==> config.mk <==
export PLATFORM = sky130hd
export DESIGN_NAME = fp_pipe_issue_ctrl
export DESIGN_NICKNAME = d
export VERILOG_FILES = /design/src/rtl/fp_pipe_issue_ctrl.sv
export SDC_FILE = /design/constraint.sdc
export NUM_CORES = 1
export LEC_CHECK = 0
export CORE_UTILIZATION = 40
export CTS_CLUSTER_DIAMETER = 60
export DETAILED_ROUTE_END_ITERATION = 7
export PLACE_DENSITY = 0.95
export SLEW_MARGIN = 20
export SYNTH_ARGS = -nofsm -noshare
export SYNTH_HDL_FRONTEND = slang
export SYNTH_SLANG_ARGS = --single-unit
==> constraint.sdc <==
create_clock -name clk -period 5.2 [get_ports clk]
set_clock_uncertainty 0.05 [all_clocks]
set_input_delay 1.04 -clock clk [delete_from_list [all_inputs] [get_ports clk]]
set_output_delay 1.04 -clock clk [all_outputs]
set_load 0.02 [all_outputs]
==> src/rtl/fp_pipe_issue_ctrl.sv <==
// Issue/collect control for a 3-stage FP unit: one op/cycle issue, RAW hazard block, shadow dest tracking.
// Latency issue->wb_valid is 3 cycles; wb_ready=0 with a result waiting freezes the unit and blocks issue.
module fp_pipe_issue_ctrl #(
  parameter int STAGES = 3,
  parameter int RD_W   = 5,
  parameter int DATA_W = 32
) (
  input  logic              clk,
  input  logic              rst,
  input  logic              req_valid,
  output logic              req_ready,
  input  logic [RD_W-1:0]   req_rd,
  input  logic              req_fp_wr,
  input  logic              req_int_wr,
  input  logic [RD_W-1:0]   req_rs1,
  input  logic [RD_W-1:0]   req_rs2,
  input  logic              req_src_fp,
  input  logic              flush,
  output logic              p_start,
  output logic              unit_en,
  output logic [2:0]        unit_clear,
  input  logic              p_result,
  input  logic [DATA_W-1:0] unit_sum,
  output logic              wb_valid,
  input  logic              wb_ready,
  output logic [RD_W-1:0]   wb_rd,
  output logic [DATA_W-1:0] wb_data,
  output logic              wb_fp_write,
  output logic              wb_int_write,
  output logic [1:0]        inflight_cnt,
  output logic              proto_err
);

  localparam int LAST = STAGES - 1;

  typedef struct packed {
    logic            vld;
    logic [RD_W-1:0] rd;
    logic            fp_wr;
    logic            int_wr;
  } shd_t;

  shd_t              shd_q [STAGES];
  shd_t              shd_d [STAGES];
  logic              proto_err_q;
  logic              proto_err_d;
  logic [STAGES-1:0] hit;
  logic              hazard;
  logic [1:0]        cnt;

  // Output stage holding a result nobody will take freezes the whole unit.
  assign unit_en    = ~(shd_q[LAST].vld & ~wb_ready) & ~rst;
  assign unit_clear = {3{flush | rst}};

  // No bypass: a source matching any live destination waits until it has retired.
  always_comb begin
    hit = '0;
    for (int i = 0; i < STAGES; i++) begin
      if (shd_q[i].vld && (shd_q[i].rd == req_rs1 || shd_q[i].rd == req_rs2)) begin
        hit[i] = req_src_fp ? shd_q[i].fp_wr
                            : (shd_q[i].int_wr && (shd_q[i].rd != '0));
      end
    end
  end

  assign hazard    = |hit;
  assign req_ready = unit_en & ~hazard & ~flush & ~rst;
  assign p_start   = req_valid & req_ready;

  assign wb_valid     = shd_q[LAST].vld & ~flush & ~rst;
  assign wb_rd        = shd_q[LAST].rd;
  assign wb_fp_write  = shd_q[LAST].fp_wr;
  assign wb_int_write = shd_q[LAST].int_wr;
  assign wb_data      = unit_sum;

  always_comb begin
    shd_d = shd_q;
    if (flush) begin
      for (int i = 0; i < STAGES; i++) begin
        shd_d[i] = '0;
      end
    end else if (unit_en) begin
      shd_d[0] = p_start ? shd_t'{vld: 1'b1, rd: req_rd, fp_wr: req_fp_wr, int_wr: req_int_wr}
                         : shd_t'('0);
      for (int i = 1; i < STAGES; i++) begin
        shd_d[i] = shd_q[i-1];
      end
    end
  end

  // Unit's output valid must track our stage-2 shadow whenever it is not being cleared.
  always_comb begin
    proto_err_d = proto_err_q | (~flush & (p_result ^ shd_q[LAST].vld));
  end

  always_comb begin
    cnt = '0;
    for (int i = 0; i < STAGES; i++) begin
      cnt = cnt + 2'(shd_q[i].vld);
    end
  end

  assign inflight_cnt = cnt;
  assign proto_err    = proto_err_q;

  always_ff @(posedge clk) begin
    if (rst) begin
      for (int i = 0; i < STAGES; i++) begin
        shd_q[i] <= '0;
      end
      proto_err_q <= 1'b0;
    end else begin
      shd_q       <= shd_d;
      proto_err_q <= proto_err_d;
    end
  end

endmodule

==> results.cfg, run 1 <==
[placement]
io_buffers = 40
gp_congestion = 0.962
dp_hpwl_mm = 2.82

[sta]
holdWs_ps = 425
period_share = 0.834
worst_pin_slew_ps = 534
rsz0062_at_grt = false
final_max_slew_viol_count = 0
tns_ps = 0
fmax_mhz = 231
finalSetupViolations = 0
slew_headroom = 0.644
hold_violations = 0
final.min_clock_period_ps = 4340

[routing]
dr.pass1.iters = 4
wl_met1_mm = 1.59
drcViolationCount = 0
met2_wirelength_mm = 1.73
drt_iter0_markers = 49
viasPerCell = 5.15
highest_layer = met4
post_drt_wl_per_cell_um = 13.4
ant_nets = 0
num_vias = 1391
wl_met3_um = 227
wirelength_mm = 3.62

[run_status]
outcome = complete, no violations

[clocking]
post_cts_buffers = 0
cts_tree = yes
clk_pin_slew_ps = 80
cts.repair.resized = 0
clock_latency_ps = 270
ctsHoldBuffers = 0
htree_levels = 1
clock-sinks = 25
root_buffer = clkbuf_8
cts_buffer_depth = 2
cts_made_buffers = 3

[cells_and_area]
layout_commonest_cell = nand2_1
regArea_sq_um = 500
multi_input_area_sq_um = 855
nets = 278
n_antenna_cell = 0
layout_common_cells = nand2_1, clkdlybuf4s50_1, dfxtp_1, xnor2_1, a21oi_1
syn_to_final_growth_pct = 12.4
drive_above_1_share = 0.0591
fillers = 397

[global_route]
grt_pass1_vias = 1343
grt_pass1_wl_mm = 5.79
overflow = 0
grt.total_usage = 0.170
antenna_found_initial = 0
grt_max_degree = 20

[power]
cellLeakagePower_nw = 0.689
pwr_density_cell_nw_per_um2 = 192
vdd_drop_max_v = 0.0000904

[synth]
synth_top_area_share = 0.294
postSynthAreaPerCell_sq_um = 7.85
yosysSeqAreaShare = 0.294
syn_nets = 274
synth-seq-cells = 25
ys_top_cells_by_area = dfxtp_1, buf_4, xnor2_1, nand2_1, xor2_1
yosysWarnings = 0
synth_cells = 217
yosysTopAreaCell = dfxtp_1
synth_cell_type_count = 30
netlist_area_sq_um = 1700

[critical_path]
crit_fanout = 10
cp-start-kind = primary input
critical_path_required_ps = 4110
worst-setup-path-type = primary input to output port
crit_path_end_kind = output port
worstPathArrival_ps = 3250

[floorplanning]
core_sq_um = 4060
rows = 23
io_pins = 105
fp.dieW_um = 67.3
die_area_sq_um = 4530
initial_core_util = 0.420
die_y_um = 67.3

[flow_run]
cap_violations = 0

[worst_hold_path]
hold_path_class = flop to flop
==> sequential cells by signal, indices dropped and copies added, names as in the netlist <==
signal,count
shd_q,17
wb_rd,5
proto_err,1
wb_fp_write,1
wb_int_write,1
==> critical path: stages <==
cell and delay (ps):
clkdlybuf4s50_1 570, xnor2_1 150, nand2_1 90, o22ai_1 200, a32o_1 530, nor2_1 110, clkdlybuf4s50_1 560
==> where the power goes <==
part           switching (mW)  internal (mW)  total (mW)
sequential            0.00208          0.193       0.195
combinational          0.0257         0.0323      0.0580
clock                  0.0595         0.0549       0.114
==> kinds of logic after synthesis <==
kind of cell | share of synthesized area
and+or+nand+nor | 0.178
adders and majority gates | 0.0117
AOI/OAI and AO/OA | 0.153
xor gates and xnor gates | 0.159
buffers and inverters | 0.205
DFF | 0.294
==> per-layer routing <==
metal  GRT usage  up-vias
met5           0        -
met4      0.0984        0
met3      0.0287       12
met2       0.298       52
met1       0.193      650
li1            -      677
==> synth_stat cells <==
| master | n |
|---|---|
| a21oi_1 | 15 |
| inv_1 | 7 |
| o31ai_2 | 5 |
| dfxtp_1 | 25 |
| a21o_1 | 1 |
| buf_6 | 1 |
| and4_1 | 1 |
| a32o_1 | 1 |
| nor2b_1 | 1 |
| o21ai_2 | 1 |
| nor2_1 | 12 |
| fa_1 | 1 |
| nand3_1 | 5 |
| clkinv_1 | 1 |
| o31ai_4 | 1 |
| nand2_1 | 43 |
| and3_1 | 1 |
| o21ai_0 | 7 |
| xnor2_1 | 21 |
| o21ai_1 | 1 |
| nor3_1 | 3 |
| nand2b_1 | 1 |
| o2111ai_1 | 1 |
| a22oi_1 | 1 |
| and2_1 | 1 |
| buf_4 | 39 |
| clkbuf_1 | 4 |
| o22ai_1 | 3 |
| or4_1 | 3 |
| xor2_1 | 10 |
==> area by class of cell <==
cell class / instances / area share
well taps: 50 / 0.0327
multi-input cells: 140 / 0.446
inverters: 8 / 0.0157
flip-flops and latches: 25 / 0.261
repair buffers: 43 / 0.221
clock buffers: 4 / 0.0235
==> stage by stage <==
stage / util / cell area (sq um) / setup slack [ps] / power, mW / std cells
4_1_cts: 0.472 / 1920 / 859 / 0.371 / 270
3_5_place_dp: 0.461 / 1870 / 879 / 0.258 / 266
5_1_grt: 0.472 / 1920 / 710 / 0.382 / 270
2_1_floorplan: - / 1700 / 2040 / 0.262 / 217
6_report: 0.472 / 1920 / 863 / 0.367 / 270
3_3_place_gp: 0.461 / 1870 / 898 / 0.256 / 266
==> final timing paths <==
kind	startpoint	end	slack [ps]	depth (start not counted)
worst max-delay path	req_rs1[3]	req_ready	860	7
worst min-delay path	shd_q[16]	shd_q[8]	420	2
worst max register to register	shd_q[14]	shd_q[21]	3230	5
worst min register to register	shd_q[16]	shd_q[8]	420	2
Note: power is estimated with default switching activity, not from simulation.
==> inputs of run 2 (changes only) <==
Settings changed: CORE_UTILIZATION 40 to 37, PLACE_DENSITY 0.95 to 0.9.
Clock period 5.2 ns to 4.5 ns, I/O delays scaled along.
==> results.cfg, run 2 (same netlist as run 1, synthesis figures left out) <==
[global_route]
grt.total_usage = 0.154
overflow = 0
grt_max_degree = 22
grt_pass1_wl_mm = 6.14
grt_pass1_vias = 1328
antenna_found_initial = 0

[floorplanning]
rows = 24
die_y_um = 69.9
fp.dieW_um = 69.9
io_pins = 105
core_sq_um = 4380
die_area_sq_um = 4880
initial_core_util = 0.389

[clocking]
cts.repair.resized = 0
clock-sinks = 25
htree_levels = 1
cts_tree = yes
clock_latency_ps = 270
cts_made_buffers = 3
clk_pin_slew_ps = 80
root_buffer = clkbuf_8
ctsHoldBuffers = 0
cts_buffer_depth = 2
post_cts_buffers = 0

[worst_hold_path]
hold_start = shd_q[16]
hold_path_class = flop to flop
holdPathStages = 2

[routing]
highest_layer = met4
wirelength_mm = 3.69
drcViolationCount = 0
wl_met3_um = 237
viasPerCell = 5.03
num_vias = 1373
wl_met1_mm = 1.66
post_drt_wl_per_cell_um = 13.5
dr.pass1.iters = 4
drt_iter0_markers = 23
ant_nets = 0
met2_wirelength_mm = 1.71

[critical_path]
r2r_start = shd_q[14]
cp-startpoint = req_rs1[4]
crit_path_end_kind = output port
r2r_cells = 6
worst-setup-path-type = primary input to output port
worstPathArrival_ps = 2970
crit_fanout = 3
critical_path_required_ps = 3550
cp-start-kind = primary input

[cells_and_area]
fin_cells = 273
fillers = 453
layout_commonest_cell = nand2_1
regArea_sq_um = 500
multi_input_area_sq_um = 855
largest_reg_flops = 17
final_cell_area_sq_um = 1930
layout_common_cells = nand2_1, clkdlybuf4s50_1, dfxtp_1, xnor2_1, a21oi_1
top_register = shd_q
nets = 279
final_util = 0.439
n_antenna_cell = 0
syn_to_final_growth_pct = 13.0
drive_above_1_share = 0.0633

[placement]
placed_cell_area_sq_um = 1880
io_buffers = 40
dp_hpwl_mm = 2.89
gp_congestion = 0.857
dp.cells = 269

[sta]
final.min_clock_period_ps = 3920
tns_ps = 0
worst_pin_slew_ps = 543
period_share = 0.871
finalSetupViolations = 0
slew_headroom = 0.638
hold_violations = 0
rsz0062_at_grt = false
final_max_slew_viol_count = 0
fmax_mhz = 255

[power]
pwr_density_cell_nw_per_um2 = 220
cellLeakagePower_nw = 0.695
vdd_drop_max_v = 0.0000958

[run_status]
outcome = complete, no violations

[flow_run]
cap_violations = 0
==> run 2: cell types whose count changed in the layout (fill, tap and decap cells not counted) <==
cell	change
buf_4	+1
==> run 2: metrics by stage <==
step	power [mW]	hold WS [ps]	setup slack (ps)
2_1_floorplan	0.303	395	1620
3_3_place_gp	0.297	407	580
3_5_place_dp	0.298	418	584
4_1_cts	0.424	428	563
5_1_grt	0.442	442	438
6_report	0.423	426	582
==> run 2: power by group <==
group / total, mW / internal (mW) / switching, mW
registers: 0.225 / 0.223 / 0.00236
logic: 0.0672 / 0.0373 / 0.0299
clock network: 0.131 / 0.0633 / 0.0672
==> run 2: worst max-delay path, cell delays in order <==
cell and delay [ps]:
clkdlybuf4s50_1 560, xor2_1 160, nor3_1 80, a22oi_1 380
o21ai_0 160, nor2_1 120, clkdlybuf4s50_1 610
==> run 2: path summary, 6_finish.rpt <==
check | to | slack, ps
worst max-delay path | req_ready | 580
worst min-delay path | shd_q[8] | 430
worst max register to register | shd_q[17] | 2530
worst min register to register | shd_q[8] | 430
==> run 2: cell type report <==
type,instances,share of cell area
Clock buffer,4,0.0234
Inverter,8,0.0156
Multi-Input combinational cell,140,0.444
Sequential cell,25,0.260
Tap cell,52,0.0338
Timing Repair Buffer,44,0.224
==> run 2: routing by layer <==
metal / vias up / global-route usage
met2: 55 / 0.255
li1: 680 / -
met1: 617 / 0.193
met5: - / 0
met3: 21 / 0.0289
met4: 0 / 0.0667
